### src/rtl/uart_rx_deserializer.sv
// uart_rx_deserializer
//
// Serial receive front end for the MIPS SoC. It brings the asynchronous RX
// pin into the clk domain through a two-flop synchronizer. It then recovers
// 8N1 frames by sampling each bit at its mid-point. Good bytes are presented
// to the core's UART receive registers with a sticky "byte available" flag,
// which the core acknowledges with a one-cycle clear.
//
// Parameters
//   CLK_FREQ     clk frequency in Hz
//   BAUD_RATE    line rate in bit/s
//   BIT_TICKS    clocks per bit (must be >= 4)
//   HALF_TICKS   clocks from the detected start edge to the start-bit middle
//
// Ports
//   clk          system clock, the only clock in the block
//   reset        asynchronous, active-low reset
//   SerialDataIn asynchronous RX line, idle high
//   rx_clear     one-cycle acknowledge; clears Rx_flag, overrun_err, frame_err
//   DataRx_out   last good received byte
//   Rx_flag      sticky "byte available"
//   frame_err    sticky "stop bit sampled low"
//   overrun_err  sticky "byte completed while Rx_flag was still set"
//   rx_busy      high whenever the receiver is not idle

module uart_rx_deserializer #(
    parameter int CLK_FREQ   = 50000000,
    parameter int BAUD_RATE  = 115200,
    parameter int BIT_TICKS  = CLK_FREQ / BAUD_RATE,
    parameter int HALF_TICKS = BIT_TICKS / 2
) (
    input  logic       clk,
    input  logic       reset,
    input  logic       SerialDataIn,
    input  logic       rx_clear,
    output logic [7:0] DataRx_out,
    output logic       Rx_flag,
    output logic       frame_err,
    output logic       overrun_err,
    output logic       rx_busy
);

    localparam int CNT_W = $clog2(BIT_TICKS);
    localparam logic [CNT_W-1:0] BIT_LAST  = CNT_W'(BIT_TICKS - 1);
    localparam logic [CNT_W-1:0] HALF_LAST = CNT_W'(HALF_TICKS - 1);
    localparam logic [CNT_W-1:0] CNT_ONE   = CNT_W'(1);

    typedef enum logic [2:0] {
        IDLE,
        START,
        DATA,
        STOP,
        BREAK
    } rx_state_t;

    rx_state_t        state;
    rx_state_t        state_next;
    logic [CNT_W-1:0] cnt;
    logic [CNT_W-1:0] cnt_next;
    logic [2:0]       bit_idx;
    logic [2:0]       bit_idx_next;
    logic [7:0]       shreg;
    logic [7:0]       shreg_next;
    logic             sync_ff1;
    logic             rx_s;
    logic             good_stop;
    logic             bad_stop;

    // Two-flop synchronizer on the RX pin. Both flops reset to the idle
    // (high) line level, so a reset never looks like a start bit.
    always_ff @(posedge clk or negedge reset) begin
        if (!reset) begin
            sync_ff1 <= 1'b1;
            rx_s     <= 1'b1;
        end else begin
            sync_ff1 <= SerialDataIn;
            rx_s     <= sync_ff1;
        end
    end

    // Frame sequencer. The tick counter runs freely and is forced back to
    // zero on every state entry and after every sample. The sample in each
    // state therefore always lands on the same count. START waits only half
    // a bit, so every later sample falls in the middle of its bit. BREAK
    // absorbs a line that stays low after a bad stop bit. Without it, that
    // line would be taken as a fresh start bit.
    always_comb begin
        state_next   = state;
        cnt_next     = cnt + CNT_ONE;
        bit_idx_next = bit_idx;
        shreg_next   = shreg;
        good_stop    = 1'b0;
        bad_stop     = 1'b0;
        case (state)
            IDLE: begin
                cnt_next = '0;
                if (!rx_s) begin
                    state_next = START;
                end
            end
            START: begin
                if (cnt == HALF_LAST) begin
                    cnt_next = '0;
                    if (!rx_s) begin
                        state_next   = DATA;
                        bit_idx_next = 3'd0;
                    end else begin
                        state_next = IDLE;
                    end
                end
            end
            DATA: begin
                if (cnt == BIT_LAST) begin
                    cnt_next   = '0;
                    shreg_next = {rx_s, shreg[7:1]};
                    if (bit_idx == 3'd7) begin
                        state_next = STOP;
                    end else begin
                        bit_idx_next = bit_idx + 3'd1;
                    end
                end
            end
            STOP: begin
                if (cnt == BIT_LAST) begin
                    cnt_next = '0;
                    if (rx_s) begin
                        good_stop  = 1'b1;
                        state_next = IDLE;
                    end else begin
                        bad_stop   = 1'b1;
                        state_next = BREAK;
                    end
                end
            end
            BREAK: begin
                cnt_next = '0;
                if (rx_s) begin
                    state_next = IDLE;
                end
            end
            default: begin
                cnt_next   = '0;
                state_next = IDLE;
            end
        endcase
    end

    // State and datapath registers. rx_busy is registered from the next
    // state, so it always matches the state register one-for-one.
    always_ff @(posedge clk or negedge reset) begin
        if (!reset) begin
            state   <= IDLE;
            cnt     <= '0;
            bit_idx <= 3'd0;
            shreg   <= 8'h00;
            rx_busy <= 1'b0;
        end else begin
            state   <= state_next;
            cnt     <= cnt_next;
            bit_idx <= bit_idx_next;
            shreg   <= shreg_next;
            rx_busy <= (state_next != IDLE);
        end
    end

    // Sticky status toward the core. A completing byte takes priority over
    // an acknowledge that arrives in the same cycle. So does a bad stop bit.
    // This way the core never loses the fact that something new happened.
    // Overrun is only raised when the old byte was still unacknowledged.
    // The new byte overwrites the old one regardless.
    always_ff @(posedge clk or negedge reset) begin
        if (!reset) begin
            DataRx_out  <= 8'h00;
            Rx_flag     <= 1'b0;
            frame_err   <= 1'b0;
            overrun_err <= 1'b0;
        end else begin
            if (good_stop) begin
                DataRx_out <= shreg;
                Rx_flag    <= 1'b1;
            end else if (rx_clear) begin
                Rx_flag <= 1'b0;
            end

            if (good_stop && Rx_flag && !rx_clear) begin
                overrun_err <= 1'b1;
            end else if (rx_clear) begin
                overrun_err <= 1'b0;
            end

            if (bad_stop) begin
                frame_err <= 1'b1;
            end else if (rx_clear) begin
                frame_err <= 1'b0;
            end
        end
    end

endmodule

### config.mk
export PLATFORM = sky130hd
export DESIGN_NAME = uart_rx_deserializer
export DESIGN_NICKNAME = d
export VERILOG_FILES = /design/src/rtl/uart_rx_deserializer.sv
export SDC_FILE = /design/constraint.sdc
export NUM_CORES = 1
export LEC_CHECK = 0
export CELL_PAD_IN_SITES_DETAIL_PLACEMENT = 0
export CELL_PAD_IN_SITES_GLOBAL_PLACEMENT = 2
export CORE_MARGIN = 2
export CORE_UTILIZATION = 39
export DETAILED_ROUTE_END_ITERATION = 12
export PLACE_DENSITY_LB_ADDON = 0.1
export SLEW_MARGIN = 20
export SYNTH_ARGS = -nofsm -noshare
export SYNTH_HDL_FRONTEND = slang
export SYNTH_SLANG_ARGS = --single-unit
### constraint.sdc
create_clock -name clk -period 2.05 [get_ports clk]
set_clock_uncertainty 0.15 [all_clocks]
set_input_delay 0.5125 -clock clk [delete_from_list [all_inputs] [get_ports clk]]
set_output_delay 0.5125 -clock clk [all_outputs]
set_load 0.02 [all_outputs]
==> out/qor_table.md, run 1 <==
| Step | Quantity | This run |
|:---|:---|:---|
| yosys | Synth warnings | 0 |
| timing | Fin Hold WS | 0.211 ns |
| setup path | Startpoint type of the worst setup path | register |
| floorplanning | Effective utilization at floorplan | 41.3% |
| route | Number of DRC markers after the initial detailed-route iteration | 96 |
| placed design | Port bufs | 15 |
| timing | Highest Clock Rate | 516 MHz |
| hold path | Class of the most critical hold timing path | register to register |
| yosys | Commonest register cell after synthesis | sky130_fd_sc_hd__dfrtp_1 |
| timing | Final setup TNS | 0 ns |
| yosys | Total nets after synthesis | 137 |
| clock tree | Number of clock sinks seen by CTS | 37 |
| floorplanning | Die outline height | 69.5 um |
| floorplanning | Number of placed I/O pins | 16 |
| pwr | IR drop worst, VDD | 0.365 mV |
| setup path | Buf/Inv on CP | 1 |
| clock tree | Hold buffer count at CTS | 0 |
| setup path | Register-to-register path setup slack | 0.21 ns |
| yosys | Most frequently used cell type in the post-synthesis netlist | sky130_fd_sc_hd__dfrtp_1 |
| global routing | Vias in the first global route | 1012 |
| setup path | Crit-path max cell delay | 0.61 ns |
| yosys | Sequential element share of the synthesized area | 55.5% |
| route | Drt first pass iters | 4 |
| global routing | Pin count of the biggest net entering global routing | 38 |
| setup path | Kind of cell adding the most delay to the critical path | buffers and inverters |
| clock tree | Post-CTS setup buffer count | 0 |
| floorplanning | Number of rows created at floorplan | 23 |
| yosys | Cells taking the most area after synthesis | sky130_fd_sc_hd__dfrtp_1 (52%), sky130_fd_sc_hd__mux2_2 (10%), sky130_fd_sc_hd__ha_1 (3.7%), sky130_fd_sc_hd__dfstp_2 (3.1%), sky130_fd_sc_hd__nor2_1 (3.1%) |
| clock tree | TritonCTS buffer count | 5 |
| timing | Setup violations, final | 0 |
| global routing | Met1 Use GR | 17.8% |
| setup path | Crit-path slowest cell | sky130_fd_sc_hd__clkdlybuf4s50_1 |
| clock tree | H-Tree Level Count | 2 |
| finish | Number of cells in the finished layout apart from fillers | 204 |
| global routing | Met3 demand-to-capacity share in global routing | 6.40% |
| global routing | Overall overflow remaining after global route | 0 |
| clock tree | Maximum number of buffers from clock root to sink | 2 |
| global routing | Initial antenna violation count | 0 |
| placed design | RD Place Congestion | 0.752 |
| clock tree | Resized cells post-CTS | 0 |
| timing | Unrepaired setup endpoints after global routing | false |
| route | Antenna-violating nets left | 0 |
| finish | Layout Area Growth over Synthesis | 21.4% |
| placed design | Total cell area at the placement stage | 0.00195 sq mm |
| setup path | Maximum fanout along the worst path | 3 |
| clock tree | TritonCTS clock tree | yes |
| route | Post-route DRC | 0 |
| floorplanning | Area of the core | 0.00406 sq mm |
| yosys | Fraction of registers with async set or reset after synthesis | 100% |
| clock tree | Clk slew on worst S/H paths | 0.07 ns |
| yosys | List of most frequent post-synthesis cells | sky130_fd_sc_hd__dfrtp_1 (35), sky130_fd_sc_hd__mux2_2 (15), sky130_fd_sc_hd__nor2_1 (14) |
| yosys | Post-Syn Area per Cell | 13.1 sq um |
| timing | Part of the cycle the worst path needs | 94.5% |
| setup path | Setup CP Type | register to output port |
| yosys | Number of enable-type register cells in the synthesized netlist | 0 |
| route | Vias per inst | 5.14 |
| finish | Summed area of non-filler cells in the final layout | 0.00203 sq mm |
| global routing | Wire length of the first global-routing pass | 4990 um |
| global routing | Met2 track demand over resource | 19.6% |
| timing | Final Slew Violations | 0 |
| setup path | CP endpoint kind | output port |
| timing | Worst-case headroom to the max-slew limit | 78.1% |
| route | Total via count after detailed routing | 1048 |
| placed design | Placed wire-length estimate | 2080 um |
| global routing | Layer with the highest usage | met2 |
| setup path | Worst Path Arrival | 1.27 ns |
| flow run | Max Cap Violations | 0 |
| yosys | Gate count after technology mapping | 128 |
| yosys | Number of register bits inferred by synthesis | 37 |
| timing | Hold Vio Cnt, Final | 0 |
| yosys | Post-synthesis instance area | 0.00167 sq mm |
| finish | Layout cells sized above 1 | 23.4% |
| finish | Total Nets Final | 162 |
| clock tree | CTS root buffer | sky130_fd_sc_hd__clkbuf_8 |
| route | Average wire length per cell after detail routing | 14.3 um |
| status | Status | completed |
| route | Final routed wirelength across all metal layers | 2910 um |
| yosys | Largest area contributor in the netlist | sky130_fd_sc_hd__dfrtp_1 |
| timing | Final critical path time including I/O delays and setup | 1.94 ns |
| setup path | Cells along the critical path | clkdlybuf4s50_1 |
| pwr | LEAKAGE | 0.000942 uW |
| yosys | Distinct cell type count after synthesis | 34 |
| placed design | Total instance count after detailed placement | 196 |
| finish | Ant diodes | 0 |
| clock tree | Clock insertion delay at the later pin of the skew report | 0.29 ns |
| pwr | Power Density | 615 mW/mm^2 |
| floorplanning | Width of the chip | 69.5 um |
| timing | Worst slew pin tran | 0.325 ns |
| setup path | Data required time of the critical path | 1.39 ns |
| floorplanning | Area of the die | 0.00483 sq mm |
| yosys | Area share of the leading cell type in the synthesized netlist | 52.3% |
| global routing | Overall routing resource usage | 13.5% |
==> cell families (layout without fill, tap and decap cells) <==
family,after synthesis,in the layout,synth area share (%)
AOI/OAI and AO/OA,11,11,5.75
xor gates and xnor gates,7,7,3.66
adders and majority gates,5,5,3.74
buffers and inverters,5,31,1.20
DFF,37,37,55.5
muxes,17,17,11.4
and+or+nand+nor,46,46,18.8
==> worst paths after layout <==
path,startpoint,to,cells after the start
worst max-delay path,Rx_flag,Rx_flag,1
worst min-delay path,sync_ff1,rx_s,0
worst max register to register,cnt[1],DataRx_out[0],6
worst min register to register,sync_ff1,rx_s,0
max in group asynchronous,reset,sync_ff1,2
min in group asynchronous,reset,shreg[2],2
==> area by class of cell <==
type	count	area (sq um)
Sequential cell	37	928
Fill cell	356	2030
Inverter	4	15.0
Timing Repair Buffer	19	218
Multi-Input combinational cell	86	726
Clock buffer	6	72.6
Clock inverter	2	10.0
Tap cell	50	62.6
==> layout by cell type (no fill, tap or decap), types with 2 or more instances in the layout <==
cell type,instances
sky130_fd_sc_hd__nand2_1,8
sky130_fd_sc_hd__xor2_1,2
sky130_fd_sc_hd__buf_12,3
sky130_fd_sc_hd__a22o_1,2
sky130_fd_sc_hd__o2bb2ai_1,2
sky130_fd_sc_hd__xnor2_1,5
sky130_fd_sc_hd__a21o_1,3
sky130_fd_sc_hd__nor4b_1,3
sky130_fd_sc_hd__nor2b_1,2
sky130_fd_sc_hd__dfstp_2,2
sky130_fd_sc_hd__clkbuf_8,5
sky130_fd_sc_hd__mux2_2,15
sky130_fd_sc_hd__clkdlybuf4s50_1,15
sky130_fd_sc_hd__nand3_1,3
sky130_fd_sc_hd__ha_1,5
sky130_fd_sc_hd__nor3_1,3
sky130_fd_sc_hd__nor2_1,14
sky130_fd_sc_hd__nand4b_1,2
sky130_fd_sc_hd__inv_1,4
sky130_fd_sc_hd__dfrtp_1,35
sky130_fd_sc_hd__clkinv_2,2
sky130_fd_sc_hd__mux2_1,2
==> metal layers <==
layer / share of wire, % / routed length (um)
met1: 48 / 1410
met2: 45 / 1310
met3: 5.1 / 148
met4: 1.5 / 45
met5: 0 / 0
==> registers in the layout, summed over array words and instances, names as in the netlist, 3 cells and up <==
signal      count
shreg           8
bit_idx         3
state           3
DataRx_out      8
cnt             9
==> report_power, final <==
group / switching [uW] / total (uW) / internal, uW
Sequential: 2.33 / 736 / 733
Clock: 252 / 487 / 235
Combinational: 16.4 / 26.0 / 9.64
Total: 270 / 1250 / 978
==> worst register-to-register path: stages, from the launching register on <==
cell and delay, ns:
sky130_fd_sc_hd__dfrtp_1 0.40, sky130_fd_sc_hd__inv_1 0.08, sky130_fd_sc_hd__ha_1 0.19, sky130_fd_sc_hd__nand4bb_4 0.20, sky130_fd_sc_hd__nor3_4 0.24, sky130_fd_sc_hd__buf_12 0.16
sky130_fd_sc_hd__mux2_2 0.33
==> stage by stage <==
step / worst slack [ns] / power (uW) / utilization (%)
floorplan: 0.237 / 750 / -
global placement: 0.214 / 776 / 48.0
detailed placement: 0.136 / 777 / 48.0
CTS: 0.100 / 1260 / 50.1
global route: 0.0480 / 1300 / 50.1
finish: 0.113 / 1250 / 50.1
No activity file was read; power rests on OpenSTA's default activity.
==> run 2, diff against run 1 <==
--- a/config.mk
+++ b/config.mk
@@ -9,9 +9,10 @@
 export CELL_PAD_IN_SITES_GLOBAL_PLACEMENT = 2
 export CORE_MARGIN = 2
 export CORE_UTILIZATION = 39
+export CTS_CLUSTER_DIAMETER = 50
 export DETAILED_ROUTE_END_ITERATION = 12
 export PLACE_DENSITY_LB_ADDON = 0.1
-export SLEW_MARGIN = 20
+export SLEW_MARGIN = 25
 export SYNTH_ARGS = -nofsm -noshare
 export SYNTH_HDL_FRONTEND = slang
 export SYNTH_SLANG_ARGS = --single-unit
==> results of run 2 <==
No change in the layout: final DEF, timing and power equal those of run 1.
==> run 3, diff against run 2 <==
--- a/config.mk
+++ b/config.mk
@@ -11,6 +11,7 @@
 export CORE_UTILIZATION = 39
 export CTS_CLUSTER_DIAMETER = 50
 export DETAILED_ROUTE_END_ITERATION = 12
+export GPL_TIMING_DRIVEN = 0
 export PLACE_DENSITY_LB_ADDON = 0.1
 export SLEW_MARGIN = 25
 export SYNTH_ARGS = -nofsm -noshare
==> run 3 against run 2 <==
Against the previous run: sequential power is essentially flat; core utilization grew 0.12 points; sequential cell count is the same; cell count grew 0.49%; die area is the same; power shrank 0.70%.
==> out/qor_table.md, run 3 (synthesis results as in run 1) <==
| Step | Quantity | This run | vs previous |
|:---|:---|:---|:---|
| status | Status | completed | unchanged |
| route | Top routing layer used | met4 | unchanged |
| placed design | RD Place Congestion | 0.745 | was 0.752 |
| setup path | Kind of cell adding the most delay to the critical path | buffers and inverters | unchanged |
| clock tree | H-Tree Level Count | 2 | unchanged |
| finish | Most used cells in the layout excluding fill and tap cells | sky130_fd_sc_hd__dfrtp_1 (35), sky130_fd_sc_hd__mux2_2 (15), sky130_fd_sc_hd__nor2_1 (14), sky130_fd_sc_hd__clkdlybuf4s50_1 (14), sky130_fd_sc_hd__nand2_1 (8) | was sky130_fd_sc_hd__dfrtp_1 (35), sky130_fd_sc_hd__mux2_2 (15), sky130_fd_sc_hd__clkdlybuf4s50_1 (15) |
| setup path | Number of logic stages on the critical path including buffering | 1 | unchanged |
| clock tree | Clk slew on worst S/H paths | 0.07 ns | about the same |
| clock tree | Clock insertion delay at the later pin of the skew report | 0.28 ns | was 0.29 ns |
| floorplanning | Number of rows created at floorplan | 23 | unchanged |
| finish | Total Nets Final | 163 | was 162 |
| setup path | Setup CP Type | register to output port | unchanged |
| global routing | Overall routing resource usage | 14.0% | was 13.5% |
| pwr | Overall Power | 1240 uW | was 1250 uW |
| global routing | Wire length of the first global-routing pass | 5190 um | was 4990 um |
| timing | Part of the cycle the worst path needs | 93.7% | was 94.5% |
| route | Number of DRC markers after the initial detailed-route iteration | 35 | was 96 |
| placed design | Placed wire-length estimate | 2060 um | was 2080 um |
| setup path | Maximum fanout along the worst path | 3 | unchanged |
| pwr | LEAKAGE | 0.000942 uW | about the same |
| floorplanning | Width of the chip | 69.5 um | unchanged |
| global routing | Overall overflow remaining after global route | 0 | unchanged |
| clock tree | Hold buffer count at CTS | 0 | unchanged |
| clock tree | CTS root buffer | sky130_fd_sc_hd__clkbuf_8 | unchanged |
| pwr | Clock group share of total power | 38.5% | was 39.0% |
| route | Drt first pass iters | 5 | was 4 |
| route | Detailed-routed wire length on met2 | 1330 um | was 1310 um |
| finish | Layout Area Growth over Synthesis | 21.7% | was 21.4% |
| timing | Worst-case headroom to the max-slew limit | 71.6% | was 78.1% |
| pwr | Portion of total power attributed to combinational logic | 2.2% | was 2.1% |
| route | Total via count after detailed routing | 1035 | was 1048 |
| timing | Final setup TNS | 0 ns | unchanged |
| floorplanning | Area of the core | 0.00406 sq mm | unchanged |
| setup path | Worst Reg2Reg Path Length in Cells | 6 | unchanged |
| timing | Unrepaired setup endpoints after global routing | false | unchanged |
| floorplanning | Effective utilization at floorplan | 41.3% | unchanged |
| timing | Highest Clock Rate | 521 MHz | was 516 MHz |
| finish | Ant diodes | 0 | unchanged |
| finish | Layout cells sized above 1 | 23.2% | was 23.4% |
| timing | Final Slew Violations | 0 | unchanged |
| global routing | Vias in the first global route | 1094 | was 1012 |
| timing | Final critical path time including I/O delays and setup | 1.92 ns | was 1.94 ns |
| route | Antenna-violating nets left | 0 | unchanged |
| global routing | Pin count of the biggest net entering global routing | 22 | was 38 |
| setup path | Crit-path slowest cell | sky130_fd_sc_hd__clkdlybuf4s50_1 | unchanged |
| flow run | Max Cap Violations | 0 | unchanged |
| timing | Worst slew pin tran | 0.426 ns | was 0.325 ns |
| timing | Hold Vio Cnt, Final | 0 | unchanged |
| pwr | IR drop worst, VDD | 0.308 mV | was 0.365 mV |
| setup path | Data required time of the critical path | 1.39 ns | about the same |
| floorplanning | Number of placed I/O pins | 16 | unchanged |
| setup path | Buf/Inv on CP | 1 | unchanged |
| clock tree | TritonCTS clock tree | yes | unchanged |
| pwr | Sequential group share of total power | 59.3% | was 58.9% |
| setup path | Cells along the critical path | clkdlybuf4s50_1 | unchanged |
| route | Average wire length per cell after detail routing | 14.1 um | was 14.3 um |
| hold path | Class of the most critical hold timing path | primary input to async pin | was register to register |
| finish | Commonest non-fill, non-tap cell in the layout | sky130_fd_sc_hd__dfrtp_1 | unchanged |
| placed design | Port bufs | 15 | unchanged |
| route | Final routed wirelength across all metal layers | 2900 um | was 2910 um |
| route | Vias per inst | 5.05 | was 5.14 |
| pwr | Switching portion of total power | 20.6% | was 21.7% |
| finish | Largest registers | cnt (9), DataRx_out (8), shreg (8) | unchanged |
| floorplanning | Die outline height | 69.5 um | unchanged |
| clock tree | Maximum number of buffers from clock root to sink | 2 | unchanged |
| timing | Setup violations, final | 0 | unchanged |
| pwr | Internal power component | 985 uW | was 978 uW |
| clock tree | Number of clock sinks seen by CTS | 37 | unchanged |
| clock tree | TritonCTS buffer count | 5 | unchanged |
| setup path | Worst Path Arrival | 1.26 ns | was 1.27 ns |
| pwr | Power Density | 609 mW/mm^2 | was 615 mW/mm^2 |
| route | Met3 wirelength from detailed routing | 121 um | was 148 um |
| route | Post-route DRC | 0 | unchanged |
| finish | Largest register FFs | 9 | unchanged |
| setup path | CP endpoint kind | output port | unchanged |
| setup path | Startpoint type of the worst setup path | register | unchanged |
| global routing | Initial antenna violation count | 0 | unchanged |
| finish | Most flop-heavy register | cnt | unchanged |
| pwr | Switching power | 255 uW | was 270 uW |
| setup path | Crit-path max cell delay | 0.61 ns | about the same |
| floorplanning | Area of the die | 0.00483 sq mm | unchanged |
| route | Routed length on met1 | 1390 um | was 1410 um |
[run 3: changes by cell type in the layout (fill, tap and decap cells not counted), sizes merged]
cell           before  now
clkbuf              6    8
buf                 4    6
clkdlybuf4s50      15   14
clkinv              2    0
[run 3: final timing paths]
| check | from | to | slack (ns) |
|---|---|---|---|
| worst max-delay path | Rx_flag | Rx_flag | 0.13 |
| worst min-delay path | reset | DataRx_out[2] | 0.01 |
| worst max register to register | cnt[1] | DataRx_out[6] | 0.20 |
| worst min register to register | sync_ff1 | rx_s | 0.21 |
| max in group asynchronous | reset | shreg[1] | 1.30 |
| min in group clk | sync_ff1 | rx_s | 0.21 |
[run 3: repair_timing]
item                                   in CTS  in global routing
setup endpoints to repair                   7                 18
pin swaps                                   1                  1
setup buffers                               0                  3
endpoints found under the hold margin       0                  0
cloned                                      0                  0
resized for setup                           0                  1
[run 3: stage by stage]
step	cell area (sq um)	hold WS, ns	instances	setup WS [ns]	utilization [%]
5_1_grt	2040	0.0243	205	0.0295	50.2
6_report	2040	0.0115	205	0.129	50.2
3_3_place_gp	1890	0.201	193	-0.495	46.5
2_1_floorplan	1670	0.0669	128	0.237	-
4_1_cts	1990	0.0121	202	0.0242	49.0
3_5_place_dp	1910	0.199	194	-0.00169	47.1
[run 3: layout make-up]
type                       instances  area [sq um]
tap                               50          62.6
fill                             368          2020
clock buffer                       8          80.1
inverter                           4          15.0
timing repair buffer              19           220
buffer                             1          5.00
multi-input combinational         86           726
sequential                        37           928
[run 3: power groups by stage]
stage	combinational [uW]	sequential [uW]	clock, uW
CTS	28.4	735	507
floorplan	1.66	749	0
detailed placement	28.5	749	0
finish	26.8	736	477
global placement	22.1	750	0
global route	31.5	735	547
[run 3: routing by layer]
layer | track usage, % | vias to the layer above
met1 | 17.9 | 508
met4 | 6.54 | 0
met5 | 0 | -
met3 | 4.94 | 6
met2 | 21.3 | 17
li1 | - | 504
